$ cat src/rtl/loader_pkg.sv
// Shared definitions for the program loader.
//   state_t          : load FSM states
//   WORD_W / BYTE_W  : instruction word and stream byte widths
//   takes_bytes()    : true in the states that consume stream bytes
package loader_pkg;

    localparam int WORD_W = 16;
    localparam int BYTE_W = 8;

    typedef enum logic [2:0] {
        IDLE,
        LEN,
        DATA,
        CSUM,
        DONE,
        ERR
    } state_t;

    function automatic logic takes_bytes(input state_t s);
        return (s == LEN) || (s == DATA) || (s == CSUM);
    endfunction

endpackage

$ cat src/rtl/byte_to_word_assembler.sv
// Little-endian byte-pair to 16-bit word assembler.
//   clk, reset_n : clock, asynchronous active-low reset
//   clear        : force the next accepted byte to be a low byte
//   byte_valid   : a byte transfers this cycle
//   byte_data    : the byte
//   word_valid   : combinational pulse in the cycle the high byte transfers
//   word         : assembled word, meaningful while word_valid is high
//   phase        : 0 = expecting low byte, 1 = expecting high byte
module byte_to_word_assembler
    import loader_pkg::*;
(
    input  logic              clk,
    input  logic              reset_n,
    input  logic              clear,
    input  logic              byte_valid,
    input  logic [BYTE_W-1:0] byte_data,
    output logic              word_valid,
    output logic [WORD_W-1:0] word,
    output logic              phase
);

    logic [BYTE_W-1:0] low_byte;

    always_ff @(posedge clk or negedge reset_n) begin
        if (!reset_n) begin
            phase    <= 1'b0;
            low_byte <= '0;
        end else if (clear) begin
            phase <= 1'b0;
        end else if (byte_valid) begin
            phase <= ~phase;
            if (!phase) begin
                low_byte <= byte_data;
            end
        end
    end

    // The high byte is passed straight through so the word is usable in
    // the same cycle it completes.
    assign word_valid = byte_valid & phase;
    assign word       = {byte_data, low_byte};

endmodule

$ cat src/rtl/program_loader.sv
// Host-side loader for the fetch unit's instruction-memory write port.
// Accepts a framed byte stream (LEN word, LEN data words, XOR checksum word),
// writes each data word into fetch memory and keeps the fetch unit and core
// in reset until a load completes with a matching checksum.
//   clk, reset_n            : clock, asynchronous active-low reset
//   start                   : one-cycle pulse, begins a load when not busy
//   in_data/in_valid/ready  : byte stream, one byte per cycle when ready
//   write_enable_fm/_data_fm/_addr_fm : fetch-memory write port
//   rst_fm, core_reset      : active-high resets, released only after success
//   busy, done, error       : load status
//   words_loaded            : data words written in the current/last load
module program_loader
    import loader_pkg::*;
#(
    parameter int                 ADDR_W    = 32,
    parameter logic [ADDR_W-1:0]  BASE_ADDR = '0,
    parameter int unsigned        MAX_WORDS = 1024
) (
    input  logic              clk,
    input  logic              reset_n,
    input  logic              start,
    input  logic [BYTE_W-1:0] in_data,
    input  logic              in_valid,
    output logic              in_ready,
    output logic              write_enable_fm,
    output logic [WORD_W-1:0] write_data_fm,
    output logic [ADDR_W-1:0] write_addr_fm,
    output logic              rst_fm,
    output logic              core_reset,
    output logic              busy,
    output logic              done,
    output logic              error,
    output logic [15:0]       words_loaded
);

    state_t              state;
    state_t              state_next;
    logic                byte_fire;
    logic                load_start;
    logic                word_valid;
    logic [WORD_W-1:0]   word;
    logic                asm_phase;
    logic [WORD_W-1:0]   n_words;
    logic [WORD_W-1:0]   xor_acc;
    logic                len_too_big;
    logic                last_word;

    assign byte_fire   = in_valid & in_ready;
    // start is only honoured between loads; a pulse while busy is dropped.
    assign load_start  = start & ~takes_bytes(state);
    assign len_too_big = 32'(word) > MAX_WORDS;
    assign last_word   = (words_loaded == n_words - 16'd1);

    byte_to_word_assembler u_asm (
        .clk        (clk),
        .reset_n    (reset_n),
        .clear      (load_start),
        .byte_valid (byte_fire),
        .byte_data  (in_data),
        .word_valid (word_valid),
        .word       (word),
        .phase      (asm_phase)
    );

    // State register
    always_ff @(posedge clk or negedge reset_n) begin
        if (!reset_n) begin
            state <= IDLE;
        end else begin
            state <= state_next;
        end
    end

    // Next-state logic
    always_comb begin
        state_next = state;
        unique case (state)
            IDLE, DONE, ERR: begin
                if (start) state_next = LEN;
            end
            LEN: begin
                if (word_valid) begin
                    if (len_too_big)        state_next = ERR;
                    else if (word == '0)    state_next = CSUM;
                    else                    state_next = DATA;
                end
            end
            DATA: begin
                if (word_valid && last_word) state_next = CSUM;
            end
            CSUM: begin
                if (word_valid) state_next = (word == xor_acc) ? DONE : ERR;
            end
            default: state_next = IDLE;
        endcase
    end

    // Status outputs are decoded from the registered state, so releasing
    // the resets happens exactly one cycle after the checksum word completes.
    always_comb begin
        in_ready   = takes_bytes(state);
        busy       = takes_bytes(state);
        done       = (state == DONE);
        error      = (state == ERR);
        rst_fm     = (state != DONE);
        core_reset = (state != DONE);
    end

    // Write port, word counter and running checksum
    always_ff @(posedge clk or negedge reset_n) begin
        if (!reset_n) begin
            write_enable_fm <= 1'b0;
            write_data_fm   <= '0;
            write_addr_fm   <= '0;
            words_loaded    <= '0;
            n_words         <= '0;
            xor_acc         <= '0;
        end else begin
            write_enable_fm <= 1'b0;
            if (load_start) begin
                words_loaded <= '0;
                xor_acc      <= '0;
            end
            if (state == LEN && word_valid) begin
                n_words      <= word;
                words_loaded <= '0;
                xor_acc      <= '0;
            end
            // The last strobe lands in the first CSUM cycle, overlapping
            // acceptance of the checksum bytes.
            if (state == DATA && word_valid) begin
                write_enable_fm <= 1'b1;
                write_data_fm   <= word;
                write_addr_fm   <= BASE_ADDR + ADDR_W'(words_loaded);
                words_loaded    <= words_loaded + 16'd1;
                xor_acc         <= xor_acc ^ word;
            end
        end
    end

    // Every terminal state is entered on a completed word, so the
    // assembler must be waiting for a low byte there.
    a_phase_aligned : assert property (@(posedge clk) disable iff (!reset_n)
        (state == DONE || state == ERR) |-> !asm_phase);

endmodule

$ cat config.mk
export PLATFORM = sky130hd
export DESIGN_NAME = program_loader
export DESIGN_NICKNAME = d
export VERILOG_FILES = /design/src/rtl/loader_pkg.sv /design/src/rtl/byte_to_word_assembler.sv /design/src/rtl/program_loader.sv
export SDC_FILE = /design/constraint.sdc
export NUM_CORES = 1
export LEC_CHECK = 0
export ABC_AREA = 1
export CAP_MARGIN = 40
export CORE_MARGIN = 2
export CORE_UTILIZATION = 58
export CTS_CLUSTER_DIAMETER = 100
export DETAILED_ROUTE_END_ITERATION = 8
export GPL_ROUTABILITY_DRIVEN = 0
export PLACE_DENSITY = 0.86
export RECOVER_POWER = 50
export SYNTH_ARGS = -nofsm -noshare
export SYNTH_HDL_FRONTEND = slang
export SYNTH_SLANG_ARGS = --single-unit
$ cat constraint.sdc
create_clock -name clk -period 5.1 [get_ports clk]
set_input_delay 0.765 -clock clk [delete_from_list [all_inputs] [get_ports clk]]
set_output_delay 0.765 -clock clk [all_outputs]
set_load 0.1 [all_outputs]
==> results of run 1 <==
-- synthesized netlist by cell type (2+ instances only) --
cell type	n
nand2_1	163
dfrtp_1	93
o21ai_0	79
inv_1	65
nor2_1	42
nand3_1	22
buf_4	18
xnor2_1	16
xor2_1	12
nand4_1	9
a21oi_1	8
clkbuf_1	8
nand3_2	6
nor2_2	6
nor3_1	6
buf_2	5
buf_6	5
inv_2	4
nand2_2	4
nand3b_1	4
nor2_4	4
o21ai_1	3
o32ai_2	3
ha_1	2
o211ai_1	2
o22ai_1	2
-- area by class of cell --
| class | count | area [um^2] | area share (%) |
|---|---|---|---|
| inverter | 69 | 259 | 3.97 |
| sequential | 93 | 2330 | 35.7 |
| multi-input combinational | 420 | 2110 | 32.3 |
| clock inverter | 4 | 55.1 | 0.844 |
| timing repair buffer | 124 | 1490 | 22.9 |
| clock buffer | 11 | 151 | 2.32 |
| tap | 105 | 131 | 2.01 |
-- per-layer routing --
layer	wire length [um]	GRT usage, %	up-vias
li1	-	-	2120
met5	0	0	-
met3	1090	7.05	72
met1	5130	37.5	2239
met4	741	18.9	0
met2	6910	55.8	297
-- kinds of logic after synthesis --
logic type	Yosys count	share of synthesized area (%)
AOI/OAI and AO/OA	105	12.1
xor gates and xnor gates	28	5.00
adders and majority gates	2	0.510
buffers and inverters	106	10.4
DFF	93	47.5
other	1	0.0765
and+or+nand+nor	269	24.4
-- through the flow --
step / instance area [um^2] / total power [W] / cells
2_1_floorplan: 4960 / 0.00252 / 619
3_3_place_gp: 5520 / 0.00290 / 756
5_1_grt: 6530 / 0.00408 / 826
6_report: 6530 / 0.00392 / 826
4_1_cts: 6550 / 0.00392 / 826
3_5_place_dp: 6350 / 0.00339 / 811
-- power breakdown --
group | internal [W] | leakage, nW | switching, W
sequential | 0.000938 | 1.20 | 0.000208
clock | 0.000254 | 0.102 | 0.000271
combinational | 0.000758 | 1.87 | 0.00150
-- worst paths after layout --
| path | slack [ns] | to |
|---|---|---|
| min | 0.49 | write_addr_fm[2] |
| min in group asynchronous | 1.01 | words_loaded[4] |
| max in group asynchronous | 1.85 | state[0] |
| max | 1.50 | words_loaded[10] |
| max reg2reg | 1.78 | words_loaded[10] |
| min reg2reg | 0.49 | write_addr_fm[2] |
-- cells in the final DEF, fill, tap and decap left out, types with 2 or more instances in the layout --
cell type	Yosys	final
nand2_1	163	165
dfrtp_1	93	93
o21ai_0	79	79
inv_1	65	65
clkdlybuf4s50_1	0	63
buf_8	0	55
nor2_1	42	43
nand3_1	22	22
xnor2_1	16	16
conb_1	1	16
xor2_1	12	12
clkbuf_8	0	11
nand4_1	9	9
a21oi_1	8	8
nor3_1	6	6
nor2_2	6	6
nand3_2	6	6
inv_2	4	4
nand3b_1	4	4
nor2_4	4	3
o21ai_1	3	3
o32ai_2	3	3
clkbuf_1	8	3
nand2_2	4	2
o211ai_1	2	2
o22ai_1	2	2
ha_1	2	2
dlygate4sd3_1	0	2
-- worst register-to-register path, stage by stage (launching register included) --
cell and delay (ns):
dfrtp_1 0.43, nor2_2 0.19, nor2_4 0.06, nand2_1 0.11, nor2_1 0.08, nand2_1 0.62
clkbuf_1 0.95, inv_2 0.36, nand3_1 0.23, o21ai_0 0.16
-- state kept, by name, summed over array words and instances, names as in the netlist --
name,count
n_words,16
state,3
u_asm.low_byte,8
u_asm.phase,1
words_loaded,16
write_addr_fm,16
write_data_fm,16
write_enable_fm,1
xor_acc,16
==> summary.md, run 1 <==
| Metric | Value |
|---|---|
| Status | finished with violations |
| Failing checks | max-capacitance violations, max-slew violations |
| Cell depth of the worst setup path | 8 |
| Area contributors post-synth | dfrtp_1 47%, nand2_1 12%, o21ai_0 8.1% |
| Post-detailed-route count of antenna-violating nets | 0 |
| Worst hold margin | 0.495 ns |
| CTS Hold Bufs | 0 |
| TritonCTS clock tree | yes |
| Area leader, netlist | dfrtp_1 |
| Slew Limit Fails | 42 |
| Crit path launch type | primary input |
| Clock tree sinks | 93 |
| Syn Inst Count | 604 |
| Buf/Inv on CP | 3 |
| Avg Vias per Cell | 5.72 |
| Pwr dens | 601 mW/mm^2 |
| Peak Freq | 278 MHz |
| Nets | 731 |
| Routed wire length | 13.9 mm |
| DIE HEIGHT | 95.9 um |
| Most used cell, CP | nand2_1 |
| Die outline area | 0.00921 mm^2 |
| Syn-to-layout area delta | 33.1% |
| Number of CTS-inserted buffers | 9 |
| Ratio of cells with drive above 1 in the final layout | 13.5% |
| Vias | 4728 |
| Final setup violating endpoints | 0 |
| CP endpoint kind | flip-flop |
| Slowest CP cell | clkbuf_1 |
| Unrepaired setup endpoints after global routing | false |
| Clock skew | 0.0132 ns |
| Critical Path Max Stage Delay | 0.94 ns |
| Post-layout util | 79.4% |
| Worst Tran Pin Value | 2.15 ns |
| Number of enable flip-flop cells after synthesis | 0 |
| WS Path Type | primary input to flip-flop |
| Cell family with most CP delay | buffers and inverters |
| Endpoints failing hold | 0 |
| Crit share post-route | 70.6% |
| Rows | 33 |
| Initial antenna violation count | 0 |
| Overflow after GRT | 0 |
| CP Data Required Time | 5.32 ns |
| Core ar. | 0.00822 mm^2 |
| Chip width | 95.9 um |
| Yosys cell types | 39 |
| Register area share after synthesis | 47.5% |
| Maximum VDD drop | 0.469 mV |
| Reg-to-Reg Start | state[1] |
| Clk_lat worst skew | 0.37 ns |
| Setup crit start | in_valid |
| Post-DP HPWL | 9.83 mm |
| Min Tclk post-route | 3.60 ns |
| Fillers | 467 |
| Max Root-Sink Buffers | 2 |
| # resized after CTS | 0 |
| Initial core utilization | 59.7% |
| Max FO, Critical Path | 33 |
| Place WS | 1.80 ns |
| Share of the synthesized area in the top cell type | 47.5% |
| Hold WC Path Type | flip-flop to flip-flop |
| TritonRoute pass-1 iters | 7 |
| Avg Inst Size Synth | 8.12 um^2 |
| Max Cap Viol | 1 |
| CTS clock-pin slew for the worst setup and hold paths | 0.10 ns |
| Sum Neg Setup Slack | 0 ns |
| Data arrival, critical path | 3.82 ns |
| Starting DRT DRC Count | 383 |
| Hold Path Stages | 2 |
| Critical path, cell by cell | dlygate4sd3_1 -> nand2_1 -> nor2_1 -> nand2_1 -> clkbuf_1 -> inv_2 -> nand3_1 -> o21ai_0 |
| Number of port buffers | 66 |
| GRT Util Overall | 32.5% |
| Global-route wire length before repair | 22.7 mm |
| Post-Syn Area | 0.00490 mm^2 |
| Root Driver | clkbuf_8 |
| Register-to-Register Path Depth | 9 |
| H-tree Lvls | 3 |
| # IOs | 83 |
| Hold path start | write_addr_fm[2] |
| Vias in the first global route | 4690 |
| Setup Buffers After CTS | 0 |
| Yosys reg bits | 93 |
| PnR worst setup slack | 1.50 ns |
| Pin count of the biggest net entering global routing | 54 |
| Post-route DRC | 0 |
| Fraction of registers with async set/reset | 100% |
| Main synth FF type | dfrtp_1 |
| # diodes | 0 |
| Avg WL per Cell | 16.8 um |
| Synth warn | 0 |
| Leakage Power | 3.17 nW |
| Slew headroom | -43.4% |
(Power assumes the default switching activity.)
==> run 2: changes to the inputs <==
- CORE_UTILIZATION: 58 -> 48
- PLACE_DENSITY: 0.86 -> 0.76
- clock period: 5.1 -> 3.2 ns (I/O delays scaled with it)
==> run 2 against run 1 <==
Net effect:
- the run now ends clean
- wire length fell by 18%
- utilization fell by 23 points
- global-route usage fell by 11 points
==> summary.md, run 2 (synthesis gave the netlist of run 1 again) <==
| Metric | Value |
|---|---|
| Fillers | 929 |
| Placed insts | 786 |
| TritonRoute pass-1 iters | 5 |
| Met1 Wirelength | 5.22 mm |
| Maximum VDD drop | 0.659 mV |
| Post-route DRC | 0 |
| Clock tree sinks | 93 |
| Peak Freq | 475 MHz |
| Nets | 679 |
| WS Path Type | flip-flop to output pin |
| Unrepaired setup endpoints after global routing | false |
| Clock skew | 0.00925 ns |
| Root Driver | clkbuf_8 |
| Register Area | 0.00233 mm^2 |
| Vias | 4081 |
| Avg Vias per Cell | 5.09 |
| Number of CTS-inserted buffers | 9 |
| Most common cell after layout, fill and taps aside | nand2_1 |
| Crit share post-route | 65.8% |
| Wire length on met3 | 563 um |
| Syn-to-layout area delta | 13.4% |
| Ratio of cells with drive above 1 in the final layout | 11.5% |
| Final setup violating endpoints | 0 |
| CP endpoint kind | output pin |
| Multi-input logic area | 0.00212 mm^2 |
| Starting DRT DRC Count | 223 |
| Worst Tran Pin Value | 1.18 ns |
| Avg WL per Cell | 14.1 um |
| Hold WC Path Type | flip-flop to flip-flop |
| Buf/Inv on CP | 1 |
| Slew Limit Fails | 0 |
| Leakage Power | 2.75 nW |
| Rows | 36 |
| Data arrival, critical path | 1.63 ns |
| Max FO, Critical Path | 2 |
| TritonCTS clock tree | yes |
| Critical path, cell by cell | clkbuf_1 |
| Critical Path Max Stage Delay | 0.88 ns |
| Fin cells | 802 |
| CTS clock-pin slew for the worst setup and hold paths | 0.09 ns |
| Crit path launch type | flip-flop |
| Die outline area | 0.0110 mm^2 |
| Routed wire length | 11.3 mm |
| DIE HEIGHT | 105 um |
| Routed wl met2 | 5.42 mm |
| Top sig layer | met4 |
| Post-DP HPWL | 8.16 mm |
| # IOs | 83 |
| GRT Util Overall | 21.2% |
| Max Cap Viol | 0 |
| Most frequent cells in the layout | 163 x nand2_1, 93 x dfrtp_1, 79 x o21ai_0 |
| Number of port buffers | 66 |
| CTS Hold Bufs | 1 |
| Slowest CP cell | clkbuf_1 |
| Cell family with most CP delay | buffers and inverters |
| # resized after CTS | 0 |
| H-tree Lvls | 3 |
| Chip width | 105 um |
| # diodes | 0 |
| Pin count of the biggest net entering global routing | 75 |
| Max Root-Sink Buffers | 2 |
| Overflow after GRT | 0 |
| Pwr dens | 953 mW/mm^2 |
| Initial antenna violation count | 0 |
| Global-route wire length before repair | 18.7 mm |
| Initial core utilization | 49.7% |
| Core ar. | 0.00986 mm^2 |
| Slew headroom | 21.7% |
| Endpoints failing hold | 0 |
| Vias in the first global route | 3882 |
| Clk_lat worst skew | 0.37 ns |
| Status | complete, no violations |
| Total power draw | 0.00530 W |
| CP Data Required Time | 2.72 ns |
| Sum Neg Setup Slack | 0 ns |
| Setup Buffers After CTS | 0 |
| Post-detailed-route count of antenna-violating nets | 0 |
| Min Tclk post-route | 2.11 ns |
-- run 2: changes by cell type in the layout (fill, tap and decap cells not counted), moves of 25 or more --
cell             previous run  this run
buf_8                      55         1
clkdlybuf4s50_1            63        11
buf_4                       0        30
clkbuf_1                    3        28
-- run 2: per-layer routing --
layer | vias up | track usage [%]
met5 | - | 0
met4 | 0 | 6.48
met3 | 11 | 3.56
met2 | 110 | 34.7
met1 | 1943 | 29.0
li1 | 2017 | -
-- run 2: worst paths after layout --
| check | startpoint | to | slack, ns | cells past startpoint |
|---|---|---|---|---|
| max in group asynchronous | reset_n | u_asm.low_byte[2] | 1.41 | 3 |
| setup reg to reg | n_words[0] | state[2] | 1.15 | 15 |
| setup / recovery | write_data_fm[5] | write_data_fm[5] | 1.09 | 1 |
| hold reg to reg | write_addr_fm[3] | write_addr_fm[3] | 0.49 | 2 |
| min in group asynchronous | reset_n | words_loaded[4] | 0.84 | 2 |
| hold / removal | write_addr_fm[3] | write_addr_fm[3] | 0.49 | 2 |
-- run 2: layout make-up --
cell class              count  share of cell area [%]
multi-input cells         420                    38.2
well taps                 133                    2.99
clock buffers              10                    2.47
repair buffers             72                    8.73
clock inverters             5                    1.10
inverters                  69                    4.66
flip-flops and latches     93                    41.8
-- run 2: where the power goes --
| part | switching (W) | internal (W) | total, W |
|---|---|---|---|
| clock | 0.000427 | 0.000379 | 0.000807 |
| sequential | 0.000308 | 0.00149 | 0.00180 |
| combinational | 0.00219 | 0.000497 | 0.00269 |
-- run 2: metrics by stage --
stage | area [um^2] | util (%) | worst slack [ns] | hold slack (ns)
6_report | 5560 | 56.4 | 1.09 | 0.493
5_1_grt | 5560 | 56.4 | 0.906 | 0.509
4_1_cts | 5670 | 57.4 | 1.17 | 0.497
3_5_place_dp | 5460 | 55.3 | 0.964 | 0.379
3_3_place_gp | 5440 | 55.2 | 1.04 | 0.380
2_1_floorplan | 4960 | - | 0.100 | 0.184
-- run 2: worst reg2reg max path: stages (launching register included) --
cell and delay (ns):
dfrtp_1 0.45, inv_1 0.13, ha_1 0.20, nand2_1 0.10, nor2_1 0.18, nand2_1 0.08, nand2_1 0.07, nand2_1 0.04
nor2_1 0.10, nand2_1 0.06, nor2_1 0.10, nand4_1 0.12, nand2_1 0.12, nand2_1 0.08, nand2_1 0.06, nand2_1 0.05
==> run 3: changes to the inputs <==
- CORE_UTILIZATION: 48 -> 53
- PLACE_DENSITY: 0.76 -> 0.8
- clock period: 3.2 -> 2.2 ns (I/O delays scaled with it)
==> run 3 against run 2 <==
Net effect:
- sequential share of layout area shrank 0.59 points
- clock skew about the same
- via count up 3.3%
- global-route usage increased by 3.0 points
- wire length increased by 1.7%
- count of clock-buffer cells in the layout shrank 1
- first-iteration DRC count rose by 39%
- worst setup slack worse by 0.81 ns
- power is 46% higher
- final cell count fell by 1.9%
- clock power increased by 39%
==> summary.md, run 3 (synthesis gave the netlist of run 1 again) <==
| Metric | Value |
|---|---|
| Maximum VDD drop | 0.968 mV |
| Top sig layer | met4 |
| Slew Limit Fails | 0 |
| Slew headroom | 23.4% |
| Vias in the first global route | 3925 |
| Crit path launch type | flip-flop |
| Placed insts | 770 |
| Sum Neg Setup Slack | 0 ns |
| Post-route DRC | 0 |
| GRT Util Overall | 24.3% |
| Overflow after GRT | 0 |
| Setup Buffers After CTS | 0 |
| TritonRoute pass-1 iters | 5 |
| Initial core utilization | 53.8% |
| Starting DRT DRC Count | 311 |
| Ratio of cells with drive above 1 in the final layout | 18.0% |
| CP endpoint kind | flip-flop |
| CTS Hold Bufs | 1 |
| Avg WL per Cell | 14.6 um |
| # IOs | 83 |
| # resized after CTS | 0 |
| Number of CTS-inserted buffers | 9 |
| Fin cells | 787 |
| Peak Freq | 521 MHz |
| # diodes | 0 |
| Data arrival, critical path | 2.21 ns |
| Clk_lat worst skew | 0.37 ns |
| Number of port buffers | 66 |
| Worst Tran Pin Value | 1.15 ns |
| Min Tclk post-route | 1.92 ns |
| Hold WC Path Type | flip-flop to flip-flop |
| Post-DP HPWL | 8.53 mm |
| Root Driver | clkbuf_8 |
| Multi-input logic area | 0.00213 mm^2 |
| Max Cap Viol | 0 |
| Nets | 685 |
| Crit share post-route | 87.2% |
| Fillers | 801 |
| TritonCTS clock tree | yes |
| Register Area | 0.00234 mm^2 |
| Clock tree sinks | 93 |
| Endpoints failing hold | 0 |
| DIE HEIGHT | 100 um |
| Vias | 4215 |
| Pin count of the biggest net entering global routing | 45 |
| Rows | 35 |
| Pwr dens | 1360 mW/mm^2 |
| WS Path Type | flip-flop to flip-flop |
| Syn-to-layout area delta | 15.5% |
| CP Data Required Time | 2.50 ns |
| Met1 Wirelength | 5.03 mm |
| Initial antenna violation count | 0 |
| Max FO, Critical Path | 6 |
| Status | complete, no violations |
| Unrepaired setup endpoints after global routing | false |
| H-tree Lvls | 3 |
| Chip width | 100 um |
| Total power draw | 0.00772 W |
| Post-detailed-route count of antenna-violating nets | 0 |
| Most common cell after layout, fill and taps aside | nand2_1 |
| CTS clock-pin slew for the worst setup and hold paths | 0.10 ns |
| Post-layout util | 62.2% |
| Routed wl met2 | 5.52 mm |
| Most frequent cells in the layout | 163 x nand2_1, 85 x dfrtp_1, 79 x o21ai_0 |
| Routed wire length | 11.5 mm |
| Wire length on met3 | 676 um |
| Clock skew | 0.00951 ns |
| Leakage Power | 2.88 nW |
| Worst hold margin | 0.492 ns |
| Die outline area | 0.0100 mm^2 |
| Final setup violating endpoints | 0 |
| Global-route wire length before repair | 19.2 mm |
| Max Root-Sink Buffers | 2 |
| Avg Vias per Cell | 5.36 |
| Core ar. | 0.00911 mm^2 |
[run 3: changes by cell type in the layout (fill, tap and decap cells not counted), moves of 2 or more]
cell | before | now
clkbuf_2 | 0 | 29
clkbuf_1 | 28 | 0
dfrtp_1 | 93 | 85
dfrtp_2 | 0 | 8
buf_12 | 1 | 5
buf_4 | 30 | 33
inv_6 | 0 | 2
[run 3: final cells by class]
type | count | area share [%]
timing repair buffer | 78 | 10.6
inverter | 69 | 4.57
tap | 111 | 2.45
clock buffer | 9 | 2.19
multi-input combinational | 420 | 37.7
clock inverter | 7 | 1.21
sequential | 93 | 41.3
[run 3: through the flow]
step,instance area [um^2],setup slack (ns)
finish,5670,0.282
global route,5670,0.0866
CTS,5740,0.279
detailed placement,5540,0.290
global placement,5540,0.352
floorplan,4980,-0.291
[run 3: worst paths after layout]
check	start	end	slack (ns)	cells past startpoint
min in group asynchronous	reset_n	write_addr_fm[1]	0.71	2
worst min register to register	write_addr_fm[7]	write_addr_fm[7]	0.49	2
worst max-delay path	words_loaded[0]	words_loaded[12]	0.28	11
worst min-delay path	write_addr_fm[7]	write_addr_fm[7]	0.49	2
worst max register to register	words_loaded[0]	words_loaded[12]	0.28	11
max in group asynchronous	reset_n	write_data_fm[15]	0.45	3
[run 3: worst max-delay path, cell delays in order (launching register included)]
cell and delay [ns]:
dfrtp_2 0.44, ha_1 0.20, nand3_1 0.15, nor2_2 0.17
nand2_1 0.09, nor2_2 0.15, nand3_2 0.10, inv_2 0.09
nand3_2 0.10, o21ai_1 0.17, o211ai_1 0.10, o21ai_1 0.09
[run 3: where the power goes]
group	leakage [nW]	switching [W]	internal, W	total (W)
Combinational	1.60	0.00320	0.000766	0.00397
Clock	0.0911	0.000685	0.000438	0.00112
Sequential	1.19	0.000449	0.00219	0.00264
[run 3: per-layer routing]
layer  track usage (%)  vias to the layer above
met2              38.7                      162
met4              9.91                        0
met5                 0                        -
met1              32.9                     2002
li1                  -                     2027
met3              4.46                       24
